<file path="config.mk">
export PLATFORM = sky130hd
export DESIGN_NAME = uart_rx_ctrl
export DESIGN_NICKNAME = d
export VERILOG_FILES = /design/src/rtl/uart_rx_ctrl.sv
export SDC_FILE = /design/constraint.sdc
export NUM_CORES = 1
export LEC_CHECK = 0
export CAP_MARGIN = 20
export CORE_UTILIZATION = 60
export CTS_BUF_LIST = sky130_fd_sc_hd__clkbuf_4 sky130_fd_sc_hd__clkbuf_8
export CTS_CLUSTER_DIAMETER = 50
export DETAILED_ROUTE_END_ITERATION = 16
export HOLD_SLACK_MARGIN = 0.1
export PLACE_DENSITY = 0.91
export RECOVER_POWER = 50
export SLEW_MARGIN = 25
export SYNTH_ARGS = -nofsm -noshare
export SYNTH_HDL_FRONTEND = slang
export SYNTH_SLANG_ARGS = --single-unit
</file>
<file path="constraint.sdc">
create_clock -name clk_i -period 3.3 [get_ports clk_i]
set_input_delay 0.495 -clock clk_i [delete_from_list [all_inputs] [get_ports clk_i]]
set_output_delay 0.495 -clock clk_i [all_outputs]
set_load 0.03 [all_outputs]
</file>
<file path="src/rtl/uart_rx_ctrl.sv">
// UART receive sequencer: synchronises rx, times mid-bit sampling from a latched
// divisor, assembles 8N1 bytes and presents them through a valid/ready holding register.
module uart_rx_ctrl #(
  parameter int BAUD_W = 20
) (
  input  logic              clk_i,
  input  logic              rst_i,
  input  logic              rx_en_i,
  input  logic [BAUD_W-1:0] baud_i,
  input  logic              rx_in_i,
  input  logic              rx_ready_i,
  output logic [7:0]        rx_data_o,
  output logic              rx_valid_o,
  output logic              frame_err_o,
  output logic              overrun_o,
  output logic              busy_o,
  output logic [3:0]        bit_cnt_out_o
);

  typedef enum logic [1:0] {IDLE, START, DATA, STOP} state_t;

  localparam logic [BAUD_W-1:0] ONE = BAUD_W'(1);

  state_t            state_q;
  logic              sync1_q, rxs_q, rxs_dly_q;
  logic [BAUD_W-1:0] bcnt_q, bdiv_q;
  logic [3:0]        bidx_q;
  logic [7:0]        shift_q, rx_data_q;
  logic              rx_valid_q, frame_err_q, overrun_q;

  logic half_hit, bit_hit, reg_free;

  assign half_hit = (bcnt_q == ((bdiv_q >> 1) - ONE));
  assign bit_hit  = (bcnt_q == (bdiv_q - ONE));
  // Holding register is free when empty or being drained on this same edge.
  assign reg_free = !rx_valid_q || rx_ready_i;

  // Handshake: a byte moves on every edge with rx_valid_o & rx_ready_i; rx_data_o
  // is stable while rx_valid_o is high and no transfer happens.
  always_ff @(posedge clk_i) begin
    if (!rst_i) begin
      state_q     <= IDLE;
      sync1_q     <= 1'b1;
      rxs_q       <= 1'b1;
      rxs_dly_q   <= 1'b1;
      bcnt_q      <= '0;
      bdiv_q      <= '0;
      bidx_q      <= '0;
      shift_q     <= '0;
      rx_data_q   <= '0;
      rx_valid_q  <= 1'b0;
      frame_err_q <= 1'b0;
      overrun_q   <= 1'b0;
    end else begin
      sync1_q     <= rx_in_i;
      rxs_q       <= sync1_q;
      rxs_dly_q   <= rxs_q;
      frame_err_q <= 1'b0;
      overrun_q   <= 1'b0;
      if (rx_valid_q && rx_ready_i) rx_valid_q <= 1'b0;

      case (state_q)
        IDLE: begin
          bcnt_q <= '0;
          bidx_q <= '0;
          if (rx_en_i && rxs_dly_q && !rxs_q) begin
            bdiv_q  <= baud_i;
            state_q <= START;
          end
        end
        START: begin
          if (!rx_en_i) begin
            state_q <= IDLE;
          end else if (half_hit) begin
            bcnt_q  <= '0;
            bidx_q  <= '0;
            state_q <= rxs_q ? IDLE : DATA;
          end else begin
            bcnt_q <= bcnt_q + ONE;
          end
        end
        DATA: begin
          if (!rx_en_i) begin
            bidx_q  <= '0;
            state_q <= IDLE;
          end else if (bit_hit) begin
            shift_q <= {rxs_q, shift_q[7:1]};
            bidx_q  <= bidx_q + 4'd1;
            bcnt_q  <= '0;
            if (bidx_q == 4'd7) state_q <= STOP;
          end else begin
            bcnt_q <= bcnt_q + ONE;
          end
        end
        STOP: begin
          if (!rx_en_i) begin
            bidx_q  <= '0;
            state_q <= IDLE;
          end else if (bit_hit) begin
            bidx_q  <= '0;
            bcnt_q  <= '0;
            state_q <= IDLE;
            if (!rxs_q) begin
              frame_err_q <= 1'b1;
            end else if (reg_free) begin
              rx_data_q  <= shift_q;
              rx_valid_q <= 1'b1;
            end else begin
              overrun_q <= 1'b1;
            end
          end else begin
            bcnt_q <= bcnt_q + ONE;
          end
        end
        default: state_q <= IDLE;
      endcase
    end
  end

  assign rx_data_o     = rx_data_q;
  assign rx_valid_o    = rx_valid_q;
  assign frame_err_o   = frame_err_q;
  assign overrun_o     = overrun_q;
  assign busy_o        = (state_q != IDLE);
  assign bit_cnt_out_o = bidx_q;

endmodule

</file>
-- Word level (Yosys, flattened, before mapping)
Cells that the tools add are included.
- logic and storage cells: 77
- output and inout port bits: 16
- input port bits: 25
- flip-flop bits (word level): 68
- reductions and logical operators: 17
- equality and inequality tests: 14
- muxes and demuxes: 30
- $add $sub $neg: 4
- operators with widths (operator ; number):
    $mux W20 ; 4
    $pmux W20 S3 ; 1
    $eq A20 B20 Y1 ; 2
    $mux W4 ; 6
    $add A20 B1 Y20 const B ; 1
    $sub A19 B1 Y20 const B ; 1
    $sub A20 B1 Y20 const B ; 1
    $mux W2 ; 9
    $pmux W4 S4 ; 1
    $reduce_and A5 Y1 ; 3
    $ne A3 B3 Y1 const B ; 4
    $mux W1 ; 8
    $pmux W2 S4 ; 1
    $reduce_and A4 Y1 ; 2
    $ne A2 B2 Y1 const B ; 3
    $add A4 B1 Y4 const B ; 1
    $eq A2 B2 Y1 const B ; 2
    $eq A4 B3 Y1 const B ; 1
    $reduce_and A2 Y1 ; 2
    $logic_and A1 B1 Y1 ; 3
    $reduce_and A3 Y1 ; 1
    $eq A2 B1 Y1 const B ; 1
    $logic_not A1 Y1 ; 2
    $logic_not A2 Y1 ; 1
    4 further kinds ; 4

-- Depth between registers and ports, before layout
Gate-level depths: netlist of the first run.
- word-level depth: 7
- depth in mapped cells: 13
- mapped depth without buffers: 10

-- Worst setup path before layout of the first run
No wires, ideal clock.
- path kind: register -> register
- from: register bdiv_q[0]
- to: register rx_data_q[0], in the netlist rx_data_o[0]
- setup slack: 251 ps
- period minus slack after synthesis: 3049 ps
- stages on the path, launching flop included: 14
- data required time: 3228 ps
- library setup time: 72 ps
- path buffers: 3
- arrival time: 2978 ps
- cell sequence: dfxtp_1 > inv_1 > ha_1 > or3b_1 > or3_1 > a221oi_1 > o2111a_1 > and4b_1 > buf_2 > and2_0 > buf_2 > and4b_1 > buf_4 > mux2i_1
- cells in the longest elaborated chain, start to end: 3
- RTL lines (what ; line ; text):
    start, declared ; 26 ; logic [BAUD_W-1:0] bcnt_q, bdiv_q;
    start signal, assigned ; 67 ; bdiv_q <= baud_i;
    $sub A20 B1 Y20 ; 34 ; assign bit_hit = (bcnt_q == (bdiv_q - ONE));
    $eq A20 B20 Y1 ; 34 ;
    $reduce_and A5 Y1 (no line) ; n/a ;
    end signal, assigned ; 106 ; rx_data_q <= shift_q;
    end, declared ; 28 ; logic [7:0] shift_q, rx_data_q;
Every way passes these cells.
A chain may end at the register's enable or synchronous reset.

-- Final worst setup path of the first run
- from: register bdiv_q[1]
- to: register bcnt_q[12]
- cells in the longest elaborated chain, start to end: 5
- elaborated cells on any way between the ends: 9
- classes of those cells: add/sub: 2; eq/ne: 2; mux: 5
- RTL lines (what ; line ; text):
    $sub A20 B1 Y20 / $sub A19 B1 Y20 (equally long branches) ; 34, 33 ;
    $eq A20 B20 Y1 (on tied branches) ; 34, 33 ;
    $mux W20 (on tied branches) ; 86, 99, 74 ;
    $mux W20 (on tied branches) ; 96, 72 ;
    $pmux W20 S3 * ; 62 ; case (state_q)
    end signal, assigned ; 79 ; bcnt_q <= bcnt_q + ONE;
    end signal, assigned ; 92 ; bcnt_q <= bcnt_q + ONE;
    end signal, assigned ; 112 ; bcnt_q <= bcnt_q + ONE;
    end, declared ; 26 ;
Every way passes the cells marked *; elsewhere a longest branch is shown, timed or not. The select of a mux whose other input is x is not followed.

==> results.cfg, run 1 <==
[routing]
initialDrtViolationCount = 488
drc = 0
routedWlPerCell_um = 18.1
drt_first_pass_iters = 6
antenna_left = 0
vias = 4870
avgViaCountPerCell = 6.39
routed_wl_mm = 13.8

[timing]
finClkSkew_ns = 0.0125
fmax_ghz = 0.319
final.setup.tns_ns = 0
hold_ws_ns = 0.423
period_minus_slack_ns = 3.14
worst_slew_pin_slew_ns = 0.959
drv_slew = 0
setup_viol = 0
relSlewSlack = 0.361
fin_crit_sh = 0.951
finalHoldViolCount = 0

[critical_path]
required_ns = 3.58
startpoint_type = flop
cp.arrival_ns = 3.42
cp_max_fo = 5
rr_endpoint = bcnt_q[12]
path_class = flop to flop
reg2reg_depth = 11
timing.rr.start = bdiv_q[1]
r2r_setup_slack_ns = 0.16
worst_setup_path_end_kind = flop

[clock_network]
holdBufCountCts = 0
tritoncts_num_sinks = 68
clockBufferDepth = 2
clk_pin_slew_ns = 0.09
cts-root-buf = clkbuf_8
cts_made_buffers = 9
clkLatencyLatePin_ns = 0.36
cts_tree = yes
htreeDepth = 3

[grt]
grt_max_degree = 25
globalRoute.totalOverflow = 0
grt_pass1_vias = 4614
grt_pass1_wl_mm = 22.4
gr-usage-all-layers = 0.339
antenna_found_initial = 0

[place]
io_buffers = 40
hpwlAfterDp_mm = 10.1
place.gp.congestion = 0.929
place_inst = 739

[synth]
async_flop_share = 0
yosysTopAreaCellShare = 0.286
synth_edf_count = 0
netlist_top_cells_area = dfxtp_1, nand2_1, xnor2_1
synth_flop_cell = dfxtp_1
ys_warn_count = 0
avgSynthCellArea_um2 = 7.70
netlist_instances = 617
mappedNetlistNets = 646
ys_seq_area_frac = 0.286
yosysTopAreaCell = dfxtp_1
yosysUniqueCellTypes = 70
synth-seq-cells = 68
synthesis.area_um2 = 4750

[pwr]
vdd_drop_max_v = 0.000300
p_leak_nw = 2.14
power.density_nw_per_um2 = 335

[layout]
layout_common_cells = nand2_1, dfxtp_1, buf_4
fin_cells = 762
drive_gt1_frac = 0.156
final_common_cell = nand2_1
fillCellCount = 581
final_nets = 684
area_growth_pct = 18.4
diodes = 0

[outcome]
status = finished, final reports clean

[floorplan]
dieArea_um2 = 8280
core_area_um2 = 7690
rows = 32
start_util = 0.618
ios = 41
dieHeight_um = 91.0
die_x_um = 91.0

[hold_path]
whs_endpoint = rxs_q
min_path_cells = 1
min_from = sync1_q
hold_path_class = flop to flop

[job]
maxCapViolCount = 0
[flip-flops by register name (all words and copies together) (netlist names)]
signal / count
bdiv_q: 20
rx_valid_o: 1
rxs_dly_q: 1
frame_err_o: 1
rxs_q: 1
sync1_q: 1
rx_data_o: 8
shift_q: 8
overrun_o: 1
bit_cnt_out_o: 4
state_q: 2
bcnt_q: 20
[area by class of cell]
class,count,area (µm²),share of cell area
inverter,14,52.6,0.00934
tap,102,128,0.0227
clock buffer,9,124,0.0220
clock inverter,7,83.8,0.0149
multi-input combinational,478,3150,0.559
sequential,68,1360,0.242
timing repair buffer,84,731,0.130
[per-layer routing]
layer / GRT usage / vias to the layer above / part of all wire / wire length (µm)
li1: - / 2304 / - / -
met1: 0.438 / 2278 / 0.42 / 5820
met2: 0.572 / 251 / 0.47 / 6550
met3: 0.0494 / 37 / 0.077 / 1060
met4: 0.131 / 0 / 0.027 / 369
met5: 0 / - / 0 / 0
[per-stage QoR]
stage	setup WS, ns	total power (W)	area, µm²	utilization
after floorplan	0.251	0.00105	4750	-
after global placement	0.123	0.00114	5300	0.690
after detailed placement	-0.0190	0.00114	5300	0.690
after CTS	0.0264	0.00187	5510	0.717
after global routing	-0.0744	0.00195	5630	0.732
final	0.160	0.00188	5630	0.732
[how the worst max path moves through the flow]
stage | slack (ns) | startpoint | cells after the start | end
finish | 0.16 | bdiv_q[1] | 11 | bcnt_q[12]
global route | -0.07 | bdiv_q[2] | 14 | bcnt_q[12]
CTS | 0.03 | bdiv_q[2] | 11 | rx_data_o[7]
detailed placement | -0.02 | bdiv_q[1] | 12 | bcnt_q[11]
global placement | 0.12 | bdiv_q[1] | 12 | bcnt_q[2]
floorplan | 0.25 | bdiv_q[0] | 13 | rx_data_o[0]
[timing repair]
action / 4_1_cts / 5_1_grt
pin swaps: 1 / 8
setup endpoints to repair: 8 / 42
resized for setup: 0 / 15
setup buffers: 0 / 7
[kinds of logic (layout without fill, tap and decap cells)]
family,count (synthesis),in the layout,synth area share
compound gates,136,136,0.214
xor+xnor,48,48,0.0884
fa+ha+maj,4,4,0.0105
buf+inv,71,114,0.0661
flops,68,68,0.286
mux,10,10,0.0211
simple gates,280,280,0.313
[Yosys cell counts (9+ instances only)]
master	count
mux2i_1	10
and3_1	10
nor4_1	9
a21oi_1	40
nor2_1	27
nand2_1	115
xnor2_1	32
o31ai_1	14
a31oi_1	9
nor3_1	17
nand4_1	11
o221ai_2	10
xor2_1	16
nand3_1	27
clkbuf_1	42
inv_1	14
dfxtp_1	68
[worst max-delay path, cell delays in order, from the launching register on]
cell	delay, ns
dfxtp_2	0.35
inv_1	0.09
ha_1	0.20
or4b_1	0.50
or4_4	0.53
xnor2_1	0.15
o211ai_2	0.24
a221oi_4	0.13
buf_4	0.17
a2111oi_0	0.46
a31oi_1	0.10
o211ai_1	0.17
[power breakdown]
group	leakage [nW]	internal (W)	total (W)	switching, W
combinational	1.48	0.000140	0.000301	0.000161
clock	0.102	0.000362	0.000744	0.000382
sequential	0.550	0.000826	0.000839	0.0000121
total	2.14	0.00133	0.00188	0.000555
Note: power is estimated with default switching activity, not from simulation.
==> run 2, diff against run 1 <==
==> constraint.sdc (replaced) <==
create_clock -name clk_i -period 3.3 [get_ports clk_i]
set_input_delay 0.66 -clock clk_i [delete_from_list [all_inputs] [get_ports clk_i]]
set_output_delay 0.66 -clock clk_i [all_outputs]
set_load 0.03 [all_outputs]
==> results.cfg, run 2 (synthesis gave the netlist of run 1 again) <==
[clock_network]
clockBufferDepth = 2
htreeDepth = 3
holdBufCountCts = 0
cts_tree = yes
tritoncts_num_sinks = 68
cts_made_buffers = 9
clkLatencyLatePin_ns = 0.38
cts-root-buf = clkbuf_8
clk_pin_slew_ns = 0.09

[floorplan]
dieArea_um2 = 8280
rows = 32
start_util = 0.618
core_area_um2 = 7690
dieHeight_um = 91.0
die_x_um = 91.0
ios = 41

[timing]
fin_crit_sh = 1.00
finalHoldViolCount = 0
fmax_ghz = 0.302
finClkSkew_ns = 0.0102
worst_slew_pin_slew_ns = 0.974
relSlewSlack = 0.350
period_minus_slack_ns = 3.31
setup_viol = 1
final.setup.tns_ns = -0.00609
drv_slew = 0
fin_ws_ns = -0.00609

[place]
io_buffers = 40
placed_area_um2 = 5330
place.gp.congestion = 1.06
hpwlAfterDp_mm = 10.1

[layout]
layout_common_cells = nand2_1, dfxtp_1, buf_4
final_common_cell = nand2_1
area_growth_pct = 19.5
stdcell_area_um2 = 5680
final_nets = 686
diodes = 0
reg_top3 = bcnt_q x20, bdiv_q x20
drive_gt1_frac = 0.165

[hold_path]
hold_path_class = flop to flop

[outcome]
violations = setup timing
status = finished, violations left

[routing]
routedWlPerCell_um = 18.9
avgViaCountPerCell = 6.71
drc = 0
routed_wl_mm = 14.4
antenna_left = 0
initialDrtViolationCount = 710
vias = 5128
drt_first_pass_iters = 6

[grt]
grt_pass1_vias = 4682
grt_max_degree = 25
grt_pass1_wl_mm = 22.7
antenna_found_initial = 0
gr-usage-all-layers = 0.343
globalRoute.totalOverflow = 0

[critical_path]
required_ns = 3.54
path_class = flop to flop
worst_setup_path_end_kind = flop
cp.arrival_ns = 3.55
startpoint_type = flop
cp_max_fo = 6

[pwr]
vdd_drop_max_v = 0.000198
p_leak_nw = 2.14
power.density_nw_per_um2 = 339

[job]
maxCapViolCount = 0
[run 2: cell types whose count changed in the layout (fill, tap and decap cells not counted), moves of 2 or more]
cell,previous run,this run
buf_6,1,3
clkinv_4,2,0
ha_4,0,2
inv_1,14,11
inv_4,0,2
nor4b_1,0,2
[run 2: worst paths after layout]
check | start | end | slack, ns | cells past startpoint
min reg2reg | sync1_q | rxs_q | 0.43 | 1
max | bdiv_q[2] | bcnt_q[0] | -0.006 | 12
max reg2reg | bdiv_q[2] | bcnt_q[0] | -0.006 | 12
min | sync1_q | rxs_q | 0.43 | 1
[run 2: metal layers]
metal	part of all wire	GRT usage
met1	0.38	0.427
met2	0.47	0.563
met3	0.093	0.0611
met4	0.054	0.181
met5	0	0
[run 2: power breakdown]
part | internal (W) | switching, W | total (W) | leakage [nW]
logic | 0.000147 | 0.000170 | 0.000317 | 1.49
registers | 0.000826 | 0.0000135 | 0.000839 | 0.550
clock network | 0.000362 | 0.000404 | 0.000767 | 0.0988
[run 2: repair_timing]
action / 4_1_cts / 5_1_grt
pin swaps: 0 / 12
setup buffers: 0 / 7
gates resized for setup: 6 / 23
endpoints found under the setup margin: 13 / 37
cloned: 0 / 0
[run 2: critical path, cell delays in order, from the launching register on]
cell	delay [ns]
dfxtp_1	0.36
inv_2	0.10
ha_4	0.14
buf_6	0.11
or4b_4	0.46
or4_4	0.57
o211ai_2	0.18
o211ai_2	0.15
a221oi_4	0.39
buf_6	0.17
nand2_1	0.10
o21ai_0	0.28
o22ai_1	0.16
[run 2: stage by stage]
stage               hold WS, ns   util  total power, W  worst slack (ns)  instances
global route              0.439  0.739         0.00197            -0.135        764
finish                    0.427  0.739         0.00192          -0.00609        764
global placement          0.389  0.693         0.00114             0.124        742
detailed placement        0.407  0.693         0.00115           -0.0671        742
floorplan                 0.386      -         0.00105             0.251        617
CTS                       0.427  0.722         0.00189            0.0233        758
[run 2: area by class of cell]
cell class              instances  area [µm²]
clock buffers                   9         124
clock inverters                 7        82.6
fillers                       554        2010
inverters                      14        57.6
multi-input cells             478        3170
well taps                     102         128
repair buffers                 86         749
flip-flops and latches         68        1370
==> run 3, diff against run 2 <==
- MAX_ROUTING_LAYER: default -> met4
==> results.cfg, run 3 (synthesis gave the netlist of run 1 again) <==
[outcome]
status = finished, final reports clean

[layout]
reg_top3 = bcnt_q x20, bdiv_q x20
layout_common_cells = nand2_1, dfxtp_1, buf_4
fin_util = 0.745
area_growth_pct = 20.5
drive_gt1_frac = 0.167
final_nets = 696
diodes = 0
final_common_cell = nand2_1

[pwr]
p_leak_nw = 2.18
pwr-share-clk = 0.415
power.density_nw_per_um2 = 344
intPower_w = 0.00144
comb_power_share = 0.159
sw_frac_of_total = 0.272
p_switching_w = 0.000536
vdd_drop_max_v = 0.000196
seqPwrFrac = 0.425

[timing]
finalHoldViolCount = 0
rsz0062_at_grt = yes
drv_slew = 0
period_minus_slack_ns = 3.22
fmax_ghz = 0.310
worst_slew_pin_slew_ns = 0.992
finClkSkew_ns = 0.00934
setup_viol = 0
fin_crit_sh = 0.976
fin_ws_ns = 0.0791
relSlewSlack = 0.338

[floorplan]
die_x_um = 91.0
start_util = 0.618
ios = 41
core_area_um2 = 7690
rows = 32
dieHeight_um = 91.0
dieArea_um2 = 8280

[clock_network]
cts_made_buffers = 9
holdBufCountCts = 0
clkLatencyLatePin_ns = 0.36
htreeDepth = 3
cts-root-buf = clkbuf_8
cts_tree = yes
tritoncts_num_sinks = 68
clk_pin_slew_ns = 0.08
clockBufferDepth = 2

[place]
io_buffers = 40
hpwlAfterDp_mm = 10.6
pre_cts_slack_ns = -0.00328
place.gp.congestion = 0.984

[critical_path]
startpoint_type = flop
path_class = flop to flop
worst_setup_path_end_kind = flop
cp.arrival_ns = 3.45
required_ns = 3.53
cp_max_fo = 7
r2r_setup_slack_ns = 0.08

[hold_path]
hold_path_class = flop to flop

[job]
maxCapViolCount = 0

[grt]
grt_pass1_wl_mm = 23.0
top_usage_layer = met2
grt_max_degree = 25
use_met3 = 0.0720
globalRouteMet1Util = 0.449
gr-usage-all-layers = 0.361
grt_pass1_vias = 4684
use_met2 = 0.587
globalRoute.totalOverflow = 0
antenna_found_initial = 0

[routing]
drt_first_pass_iters = 5
routed_wl_mm = 14.5
initialDrtViolationCount = 606
antenna_left = 0
drc = 0
avgViaCountPerCell = 6.44
routedWlPerCell_um = 18.7
vias = 4983
[run 3: area by class of cell]
type                       instances  area [µm²]
clock inverter                     5        83.8
fill                             582        1960
clock buffer                      11         145
inverter                          14        52.6
tap                              102         128
multi-input combinational        478        3120
timing repair buffer              96         833
sequential                        68        1360
[run 3: final timing paths]
path	depth (start not counted)	start	endpoint
hold reg to reg	1	sync1_q	rxs_q
setup reg to reg	11	bdiv_q[1]	bcnt_q[19]
hold / removal	1	sync1_q	rxs_q
setup / recovery	11	bdiv_q[1]	bcnt_q[19]
[run 3: metal layers]
layer	vias up	routed length, µm
met5	-	0
met3	58	1080
met1	2333	6150
li1	2319	-
met4	0	379
met2	273	6890
[run 3: timing repair]
item	4_1_cts	5_1_grt
pin swaps	0	9
endpoints found under the setup margin	11	33
resized for setup	2	11
setup buffers	0	5
[run 3: metrics by stage]
step	cells	hold slack, ns	setup TNS (ns)	total power (W)	cell area [µm²]
finish	774	0.415	0	0.00197	5730
global route	774	0.456	-0.0712	0.00203	5730
CTS	769	0.422	0	0.00196	5660
detailed placement	753	0.398	-0.00328	0.00116	5420
global placement	753	0.388	0	0.00116	5420
floorplan	617	0.386	0	0.00105	4750
[run 3: critical path: stages (launching register included)]
cell	delay, ns
dfxtp_1	0.32
inv_1	0.08
ha_1	0.17
buf_4	0.15
or4b_4	0.48
or4_4	0.51
o211ai_2	0.18
o211ai_2	0.14
a221oi_4	0.42
a21oi_4	0.17
o2111ai_1	0.30
o211ai_1	0.16
[run 3: power by group through the flow]
stage | clock network (W) | logic (W) | registers [W]
3_5_place_dp | 0 | 0.000306 | 0.000858
3_3_place_gp | 0 | 0.000305 | 0.000858
5_1_grt | 0.000850 | 0.000342 | 0.000840
2_1_floorplan | 0 | 0.000203 | 0.000850
6_report | 0.000819 | 0.000314 | 0.000839
4_1_cts | 0.000817 | 0.000309 | 0.000838
